**src/rtl/ram_delay_ctrl.sv**
```systemverilog
// Sequencing/configuration controller for one RAM delay line: owns write strobe,
// address, delay length and flush; applies length changes only at a buffer wrap.
module ram_delay_ctrl #(
    parameter int P_NBITS_ADDR = 8,
    parameter int P_N_DEFAULT  = 16
) (
    input  logic                    clk,
    input  logic                    rst_n,
    input  logic                    s_stb,
    input  logic                    cfg_req,
    input  logic [P_NBITS_ADDR-1:0] cfg_n,
    output logic                    cfg_ack,
    output logic                    cfg_err,
    output logic                    dl_wr,
    output logic                    dl_addr_en,
    output logic [P_NBITS_ADDR-1:0] dl_addr,
    output logic [P_NBITS_ADDR-1:0] dl_n,
    output logic                    dl_flush,
    input  logic                    dl_valid,
    output logic                    ready,
    output logic [1:0]              state_o,
    output logic                    busy
);

    typedef enum logic [1:0] {
        S_PRIME = 2'd0,
        S_RUN   = 2'd1,
        S_DRAIN = 2'd2
    } state_t;

    localparam logic [P_NBITS_ADDR-1:0] N_RST = P_NBITS_ADDR'(P_N_DEFAULT);
    localparam logic [P_NBITS_ADDR-1:0] ONE   = P_NBITS_ADDR'(1);
    localparam logic [P_NBITS_ADDR-1:0] TWO   = P_NBITS_ADDR'(2);

    state_t                  state_q, state_d;
    logic [P_NBITS_ADDR-1:0] dl_n_q, dl_n_d;
    logic [P_NBITS_ADDR-1:0] addr_cnt_q, addr_cnt_d;
    logic [P_NBITS_ADDR-1:0] prime_cnt_q, prime_cnt_d;
    logic [P_NBITS_ADDR-1:0] pend_n_q, pend_n_d;
    logic [P_NBITS_ADDR-1:0] dl_addr_q, dl_addr_d;
    logic                    dl_wr_q, dl_wr_d;
    logic                    cfg_ack_q, cfg_ack_d;
    logic                    cfg_err_q, cfg_err_d;
    logic                    armed_q, armed_d;

    logic [P_NBITS_ADDR-1:0] last_addr;
    logic                    wrap_stb;
    logic                    req_take;
    logic                    req_ok;

    assign last_addr = dl_n_q - ONE;
    assign wrap_stb  = s_stb && (addr_cnt_q == last_addr);
    // A held request is owned once taken; DRAIN never looks at cfg_req again.
    assign req_take  = cfg_req && armed_q && (state_q != S_DRAIN);
    assign req_ok    = (cfg_n >= TWO);

    always_comb begin
        state_d     = state_q;
        dl_n_d      = dl_n_q;
        addr_cnt_d  = addr_cnt_q;
        prime_cnt_d = prime_cnt_q;
        pend_n_d    = pend_n_q;
        dl_addr_d   = dl_addr_q;
        dl_wr_d     = s_stb;
        cfg_ack_d   = 1'b0;
        cfg_err_d   = 1'b0;
        armed_d     = armed_q;

        if (!cfg_req) begin
            armed_d = 1'b1;
        end else if (req_take) begin
            armed_d = 1'b0;
        end

        if (s_stb) begin
            dl_addr_d  = addr_cnt_q;
            addr_cnt_d = wrap_stb ? '0 : addr_cnt_q + ONE;
        end

        if (req_take && !req_ok) begin
            cfg_err_d = 1'b1;
        end

        case (state_q)
            S_PRIME: begin
                if (s_stb) begin
                    if (prime_cnt_q == last_addr) begin
                        state_d     = S_RUN;
                        prime_cnt_d = '0;
                    end else begin
                        prime_cnt_d = prime_cnt_q + ONE;
                    end
                end
                // Buffer holds nothing usable yet, so the new length applies at once;
                // a coincident sample becomes the first prime write at address 0.
                if (req_take && req_ok) begin
                    state_d     = S_PRIME;
                    dl_n_d      = cfg_n;
                    cfg_ack_d   = 1'b1;
                    addr_cnt_d  = s_stb ? ONE : '0;
                    prime_cnt_d = s_stb ? ONE : '0;
                    if (s_stb) begin
                        dl_addr_d = '0;
                    end
                end
            end
            S_RUN: begin
                if (req_take && req_ok) begin
                    if (wrap_stb) begin
                        state_d     = S_PRIME;
                        dl_n_d      = cfg_n;
                        addr_cnt_d  = '0;
                        prime_cnt_d = '0;
                        cfg_ack_d   = 1'b1;
                    end else begin
                        pend_n_d = cfg_n;
                        state_d  = S_DRAIN;
                    end
                end
            end
            S_DRAIN: begin
                if (wrap_stb) begin
                    state_d     = S_PRIME;
                    dl_n_d      = pend_n_q;
                    addr_cnt_d  = '0;
                    prime_cnt_d = '0;
                    cfg_ack_d   = 1'b1;
                end
            end
            default: begin
                state_d = S_PRIME;
            end
        endcase
    end

    always_ff @(posedge clk or negedge rst_n) begin
        if (!rst_n) begin
            state_q     <= S_PRIME;
            dl_n_q      <= N_RST;
            addr_cnt_q  <= '0;
            prime_cnt_q <= '0;
            pend_n_q    <= '0;
            dl_addr_q   <= '0;
            dl_wr_q     <= 1'b0;
            cfg_ack_q   <= 1'b0;
            cfg_err_q   <= 1'b0;
            armed_q     <= 1'b1;
        end else begin
            state_q     <= state_d;
            dl_n_q      <= dl_n_d;
            addr_cnt_q  <= addr_cnt_d;
            prime_cnt_q <= prime_cnt_d;
            pend_n_q    <= pend_n_d;
            dl_addr_q   <= dl_addr_d;
            dl_wr_q     <= dl_wr_d;
            cfg_ack_q   <= cfg_ack_d;
            cfg_err_q   <= cfg_err_d;
            armed_q     <= armed_d;
        end
    end

    assign dl_wr      = dl_wr_q;
    assign dl_addr    = dl_addr_q;
    assign dl_addr_en = 1'b1;
    assign dl_n       = dl_n_q;
    assign dl_flush   = (state_q == S_PRIME);
    assign cfg_ack    = cfg_ack_q;
    assign cfg_err    = cfg_err_q;
    assign ready      = (state_q != S_PRIME) && dl_valid;
    assign state_o    = state_q;
    assign busy       = (state_q == S_DRAIN);

endmodule
```
**config.mk**
```make
export PLATFORM = sky130hd
export DESIGN_NAME = ram_delay_ctrl
export DESIGN_NICKNAME = d
export VERILOG_FILES = /design/src/rtl/ram_delay_ctrl.sv
export SDC_FILE = /design/constraint.sdc
export NUM_CORES = 1
export LEC_CHECK = 0
export BUFFER_PORTS_ARGS = -buffer_cell sky130_fd_sc_hd__clkbuf_2
export CORE_ASPECT_RATIO = 2
export CORE_MARGIN = 2
export CORE_UTILIZATION = 50
export DETAILED_ROUTE_END_ITERATION = 6
export PLACE_DENSITY = 0.71
export REMOVE_ABC_BUFFERS = 1
export SKIP_LAST_GASP = 1
export SYNTH_ARGS = -nofsm -noshare
export SYNTH_HDL_FRONTEND = slang
export SYNTH_SLANG_ARGS = --single-unit
```
**constraint.sdc**
```tcl
create_clock -name clk -period 7.35 [get_ports clk]
set_clock_uncertainty 0.15 [all_clocks]
set_input_delay 1.47 -clock clk [delete_from_list [all_inputs] [get_ports clk]]
set_output_delay 1.47 -clock clk [all_outputs]
set_load 0.01 [all_outputs]
```
==> impl_results.md, run 1 <==
- Fin. Hold Viols: 0
- Max Root-Sink Buffers: 2
- Largest net degree at the start of global routing: 47
- Yosys warnings: 0
- Die area: 6000 µm²
- Peak VDD IR: 0.000306 V
- Met3 wire length: 147 µm
- Resized cells post-CTS: 0
- Top_reg_cell synth: dfrtp_1
- WP data required: 7.41 ns
- Worst Setup End Kind: flop
- Pwr dens: 395 nW/µm²
- Post-synth EDFFs: 0
- GRT Total Usage: about a fifth
- CTS tree: yes
- Final Max Tran Viols: 0
- Fin crit share: 48.1%
- Critical path's slowest cell: a21oi_1
- Routability Congestion: slightly above 0.8
- Routed met1 length: 2170 µm
- Min Tclk post-route: 3.53 ns
- Core Footprint: between 5000 and 6000 µm²
- Starting Density: 52.2%
- Total leakage power: 0.00132 µW
- Global route overflow: 0
- N_diodes: 0
- First-pass GRT wire length: 9500 µm
- Yosys cell types: 48
- Crit path launch type: primary input
- Top layer in use: met4
- Die X-Extent: approximately 56 µm
- 1st-iter DRT viols: 60
- Wire per inst: 15.8 µm
- Fillers: 459
- Crit path max fanout: 11
- Cts-stage hold buffer count: 0
- #FFs+latches synth: 46
- Netlist Area Pre-Place: between 2000 and 3000 µm²
- Vias per cell: 5.53
- Final #Nets: 309
- Detailed Place HPWL: 4080 µm
- Unrepaired setup endpoints after global routing: false
- H-tree depth: 2
- Setup violations, final: 0
- Met2 WL: 3100 µm
- WP data arrival: 3.59 ns
- Pre-CTS WS: 3.49 ns
- Worst slew pin tran: 0.859 ns
- Final ANT Viol Nets: 0
- Classification of the worst-slack hold path: reg -> reg
- Area growth syn-to-layout: 10.9%
- CTS root buf: clkbuf_8
- Setup CP Type: in -> reg
- Cells after Synth: approximately 260
- Cts bufs inserted: 5
- Cells along the critical path: clkbuf_2 -> nand3b_1 -> a21oi_1 -> and2_1 -> nor2b_1 -> mux2_2
- Insertion delay to the later sink of the worst-skew pair: 0.31 ns
- Vias in the first global route: 1956
- Drt total wl: 5490 µm
- Share of layout cells above drive strength 1: a little over a quarter
- Initial antenna violation count: 0
- Io pins: 38
- Row Count: 37
- Delay of the slowest critical-path stage: roughly 0.68 ns
- Final setup margin: approximately 3.8 ns
- Syn avg cell area: 10.4 µm²
- DRC errors left: 0
- Number of clock sinks: between 40 and 50
- Port buffer count: 36
- Number of detailed-route iterations in the first pass: 4
- Via Count: between 1.5k and 2k
- Setup TNS: 0 ns
- Setup Fix Bufs, Post-CTS: 0
- Sequential area share after synthesis: between 40% and 50%
- Status: finished, final reports clean
- CTS clk-pin slew, worst paths: 0.11 ns
- FMAX: 283 MHz
- Max-cap viol count: 0
- Slew HR: 42.7%
- Async set-reset flop share out of synthesis: 100%
- Die height: 108 µm
==> cells by family (layout without fill, tap and decap cells) <==
family	count (synthesis)	in the layout	synth area share, %
compound gates	43	43	12.0
fa+ha+maj	7	7	3.27
other cells	1	1	0.140
xor+xnor	28	28	10.7
flops	46	46	43.0
buf+inv	28	61	4.72
mux	25	25	10.3
simple gates	79	79	15.9
==> flip-flops by register name, summed over array words and instances, names as in the netlist <==
| signal | count |
|---|---|
| dl_wr | 1 |
| armed_q | 1 |
| prime_cnt_q | 8 |
| pend_n_q | 8 |
| state_o | 2 |
| cfg_err | 1 |
| addr_cnt_q | 8 |
| dl_addr | 8 |
| cfg_ack | 1 |
| dl_n | 8 |
==> per-layer routing <==
layer  vias up  GRT usage [%]
li1        953              -
met1       930           23.3
met2        36           37.6
met3         6           2.88
met4         0           7.84
met5         -              0
==> final timing paths <==
check / from / end / slack, ns / cells past startpoint
max: cfg_req / pend_n_q[2]$_DFFE_PN0P_ / 3.82 / 6
min: armed_q$_DFFE_PN1P_ / armed_q$_DFFE_PN1P_ / 0.33 / 2
max reg2reg: state_o[0]$_DFFE_PN0P_ / pend_n_q[2]$_DFFE_PN0P_ / 3.90 / 7
min reg2reg: armed_q$_DFFE_PN1P_ / armed_q$_DFFE_PN1P_ / 0.33 / 2
max in group asynchronous: rst_n / prime_cnt_q[3]$_DFFE_PN0P_ / 5.56 / 2
min in group asynchronous: rst_n / pend_n_q[6]$_DFFE_PN0P_ / 1.08 / 2
==> report_power, final <==
group	total, µW	leakage (µW)	internal, µW	switching [µW]
clock	169	0.0000506	71.2	97.8
sequential	474	0.000585	345	130
combinational	530	0.000684	275	255
==> cell type report <==
class	instances	area, µm²	share of cell area, %
Inverter	16	60.1	2.02
Multi-Input combinational cell	183	1400	47.1
Tap cell	58	72.6	2.44
Clock buffer	5	68.8	2.32
Clock inverter	3	28.8	0.968
Timing Repair Buffer	37	188	6.32
Sequential cell	46	1150	38.8
==> cells in the mapped netlist, types with 3 or more instances <==
cell type / n / area (µm²)
nor2b_1: 3 / 18.8
mux2_2: 20 / 225
nor3_1: 11 / 55.1
mux2i_1: 5 / 50.1
clkbuf_1: 6 / 22.5
nor2_1: 17 / 63.8
ha_1: 7 / 87.6
buf_4: 3 / 22.5
xor2_1: 9 / 78.8
o2bb2ai_1: 7 / 61.3
o21ai_0: 10 / 50.1
xnor3_1: 3 / 67.6
dfrtp_1: 44 / 1100
nand4_1: 3 / 18.8
nand3_1: 13 / 65.1
inv_1: 16 / 60.1
a21oi_1: 12 / 60.1
nand2_1: 16 / 60.1
xnor2_1: 16 / 140
==> critical path: cells and delay by family <==
kind / cells / cell delay (ns)
simple gates: 3 / 0.94
compound gates: 1 / 0.68
mux: 1 / 0.42
buf+inv: 1 / 0.09
==> through the flow <==
| stage | instances | area, µm² | hold WS [ns] | power (µW) | utilization [%] |
|---|---|---|---|---|---|
| floorplan | 245 | 2610 | 0.298 | 859 | - |
| global placement | 340 | 2870 | 0.308 | 998 | 55.9 |
| detailed placement | 340 | 2870 | 0.317 | 1010 | 55.9 |
| CTS | 348 | 2970 | 0.335 | 1190 | 57.8 |
| global route | 348 | 2970 | 0.381 | 1270 | 57.8 |
| finish | 348 | 2970 | 0.335 | 1170 | 57.8 |
==> cell usage in the layout (no fill, tap or decap), types with 3 or more instances in the layout <==
cell type and count:
o2bb2ai_1 7, o21ai_0 10, clkbuf_2 36, xor2_1 9, a21oi_1 12, nand2_1 16
mux2i_1 5, nand3_1 13, clkbuf_8 5, ha_1 7, xnor3_1 3, xnor2_1 16
mux2_2 20, nor3_1 11, nor2_1 17, dfrtp_1 44, inv_1 16, nor2b_1 3
nand4_1 3
No activity file was read; power rests on OpenSTA's default activity.
==> run 2: changes to the inputs <==
--- a/config.mk
+++ b/config.mk
@@ -10,7 +10,7 @@
 export CORE_MARGIN = 2
 export CORE_UTILIZATION = 50
 export DETAILED_ROUTE_END_ITERATION = 6
-export PLACE_DENSITY = 0.71
+export PLACE_DENSITY = 0.74
 export REMOVE_ABC_BUFFERS = 1
 export SKIP_LAST_GASP = 1
 export SYNTH_ARGS = -nofsm -noshare
==> constraint.sdc (replaced) <==
create_clock -name clk -period 3.1 [get_ports clk]
set_clock_uncertainty 0.15 [all_clocks]
set_input_delay 0.62 -clock clk [delete_from_list [all_inputs] [get_ports clk]]
set_output_delay 0.62 -clock clk [all_outputs]
set_load 0.01 [all_outputs]
==> impl_results.md, run 2 (synthesized netlist as in run 1, its figures left out) <==
- GRT Total Usage: 21.3% (was 20.4%)
- Max-cap viol count: 0 (unchanged)
- Pwr dens: 953 nW/µm² (was 395 nW/µm²)
- Most frequent cells in the layout: dfrtp_1 (44), clkbuf_2 (36), mux2_2 (20), nor2_1 (17) (unchanged)
- Max Root-Sink Buffers: 2 (unchanged)
- Initial antenna violation count: 0 (unchanged)
- M3 GR Usage: 3.13% (was 2.88%)
- Global route overflow: 0 (unchanged)
- Reg-to-reg critical path startpoint: dl_n[0]$_DFFE_PN0P_ (was state_o[0]$_DFFE_PN0P_)
- Total power: 2880 µW (was 1170 µW)
- Vias per cell: 5.71 (was 5.53)
- CTS root buf: clkbuf_8 (unchanged)
- Classification of the worst-slack hold path: in -> async (was reg -> reg)
- Fin crit share: 90.9%
- DRC errors left: 0 (unchanged)
- CTS tree: yes (unchanged)
- Unrepaired setup endpoints after global routing: false (unchanged)
- Final #Nets: 314 (was 309)
- Detailed Place HPWL: 4360 µm (was 4080 µm)
- Cells along the critical path: inv_1 -> ha_1 -> nor3b_2 -> nand2_1 -> xnor2_1 -> and4_1 -> nor2b_1 -> mux2_2 (was clkbuf_2 -> nand3b_1 -> a21oi_1 -> and2_1 -> nor2b_1 -> mux2_2)
- Critical path's slowest cell: nor2b_1 (was a21oi_1)
- Switch Pwr: 1160 µW (was 483 µW)
- 1st-iter DRT viols: 66 (was 60)
- Die area: 6000 µm² (unchanged)
- Met1 Track Usage GR: 25.1% (was 23.3%)
- Cts bufs inserted: 5 (unchanged)
- Number of detailed-route iterations in the first pass: 6 (was 4)
- Via Count: 2014 (was 1925)
- Clk pwr share: 15.4% (was 14.4%)
- Peak VDD IR: 0.000703 V (was 0.000306 V)
- Fillers: 466 (was 459)
- N_diodes: 0 (unchanged)
- Total leakage power: 0.00135 µW (was 0.00132 µW)
- Worst slew pin tran: 0.696 ns (was 0.859 ns)
- P_int: 1720 µW (was 691 µW)
- Crit path max fanout: 8 (was 11)
- Final ANT Viol Nets: 0 (unchanged)
- Fin. Hold Viols: 0 (unchanged)
- Number of clock sinks: 46 (unchanged)
- Vias in the first global route: 1984 (was 1956)
- Commonest non-fill, non-tap cell in the layout: dfrtp_1 (unchanged)
- Io pins: 38 (unchanged)
- H-tree depth: 2 (unchanged)
- Setup CP Type: reg -> reg (was in -> reg)
- Crit-path leading delay family: simple AND/OR/NAND/NOR gates (unchanged)
- WP data arrival: 2.85 ns (was 3.59 ns)
- Met2 Use GR: 37.6% (unchanged)
- Cts-stage hold buffer count: 0 (unchanged)
- Wire per inst: 16.3 µm (was 15.8 µm)
- Crit. Startpoint: dl_n[0]$_DFFE_PN0P_ (was cfg_req)
- Worst Setup End Kind: flop (unchanged)
- Largest net degree at the start of global routing: 28 (was 47)
- Die height: 108 µm (unchanged)
- WP data required: 3.13 ns (was 7.41 ns)
- Insertion delay to the later sink of the worst-skew pair: 0.30 ns (was 0.31 ns)
- Starting Density: 52.2% (unchanged)
- Port buffer count: 36 (unchanged)
- Crit path launch type: flop (was primary input)
- First-pass GRT wire length: 10000 µm (was 9500 µm)
- Min Tclk post-route: 2.82 ns
- Row Count: 37 (unchanged)
- Drt total wl: 5760 µm (was 5490 µm)
- Routability Congestion: 0.886 (was 0.821)
- Setup violations, final: 0 (unchanged)
- Setup TNS: 0 ns (unchanged)
- Status: finished, final reports clean (unchanged)
- Slew HR: 53.5% (was 42.7%)
- Sequential share of power: 39.1% (was 40.4%)
- Util after Layout: 58.8% (was 57.8%)
- Setup Fix Bufs, Post-CTS: 0 (unchanged)
- Multi-input combinational cell area: 1400 µm² (unchanged)
- CTS clk-pin slew, worst paths: 0.08 ns (was 0.11 ns)
- Combinational Power Share: 45.5% (was 45.2%)
- Resized cells post-CTS: 0 (unchanged)
- FMAX: 355 MHz
- Core Footprint: 5140 µm² (unchanged)
- Buffers & Inverters on Critical Path: 1 (unchanged)
- Final Max Tran Viols: 0 (unchanged)
- Sequential cell area: 1150 µm² (unchanged)
- Area growth syn-to-layout: 12.7% (was 10.9%)
- Net Sw Frac: 40.1% (was 41.1%)
- Die X-Extent: 55.8 µm (unchanged)
- Delay of the slowest critical-path stage: 0.56 ns (was 0.68 ns)
- Share of layout cells above drive strength 1: 27.8% (was 26.9%)
- Top Usage Layer GRT: met2 (unchanged)
[run 2: cell types whose count changed in the layout (fill, tap and decap cells not counted), sizes merged]
| cell | change |
|---|---|
| buf | +5 |
| inv | -2 |
| bufinv | +1 |
| clkbuf | +1 |
| clkinv | -1 |
| clkinvlp | +1 |
[run 2: worst reg2reg max path: cells and delay by family, from the launching register on]
kind / cells / cell delay [ns]
mux: 1 / 0.41
fa+ha+maj: 1 / 0.22
buf+inv: 1 / 0.11
flops: 1 / 0.47
xor+xnor: 1 / 0.16
simple gates: 4 / 1.20
[run 2: final cells by class]
cell class / count / area share (%)
Clock inverter: 2 / 1.24
Sequential cell: 46 / 38.2
Timing Repair Buffer: 42 / 7.45
Clock buffer: 6 / 2.40
Inverter: 16 / 1.99
Multi-Input combinational cell: 183 / 46.3
Tap cell: 58 / 2.40
[run 2: power groups by stage]
stage / registers (µW) / clock network, µW / logic (µW)
after floorplan: 1090 / 0 / 948
after global placement: 1120 / 0 / 1280
after detailed placement: 1130 / 0 / 1300
after CTS: 1120 / 453 / 1320
after global routing: 1160 / 478 / 1460
final: 1130 / 443 / 1310
[run 2: per-stage QoR]
stage	instance area [µm²]	hold slack, ns	std cells	setup slack, ns
final	3020	0.195	353	0.283
after CTS	3020	0.209	353	0.283
after global routing	3020	0.224	353	0.0899
after global placement	2910	0.307	345	0.426
after floorplan	2610	0.174	245	0.105
after detailed placement	2910	0.318	345	0.303
[run 2: worst paths after layout]
kind | to | cells past startpoint | slack, ns
max | pend_n_q[4]$_DFFE_PN0P_ | 8 | 0.28
min | pend_n_q[1]$_DFFE_PN0P_ | 1 | 0.19
max reg2reg | pend_n_q[4]$_DFFE_PN0P_ | 8 | 0.28
min reg2reg | armed_q$_DFFE_PN1P_ | 2 | 0.33
max in group asynchronous | dl_wr$_DFF_PN0_ | 2 | 1.89
min in group clk | armed_q$_DFFE_PN1P_ | 2 | 0.31
[run 2: routing by layer]
metal | vias to the layer above | part of all wire, % | wire length, µm
li1 | 969 | - | -
met1 | 987 | 39 | 2260
met2 | 42 | 54 | 3140
met3 | 16 | 3.0 | 175
met4 | 0 | 3.3 | 189
met5 | - | 0 | 0
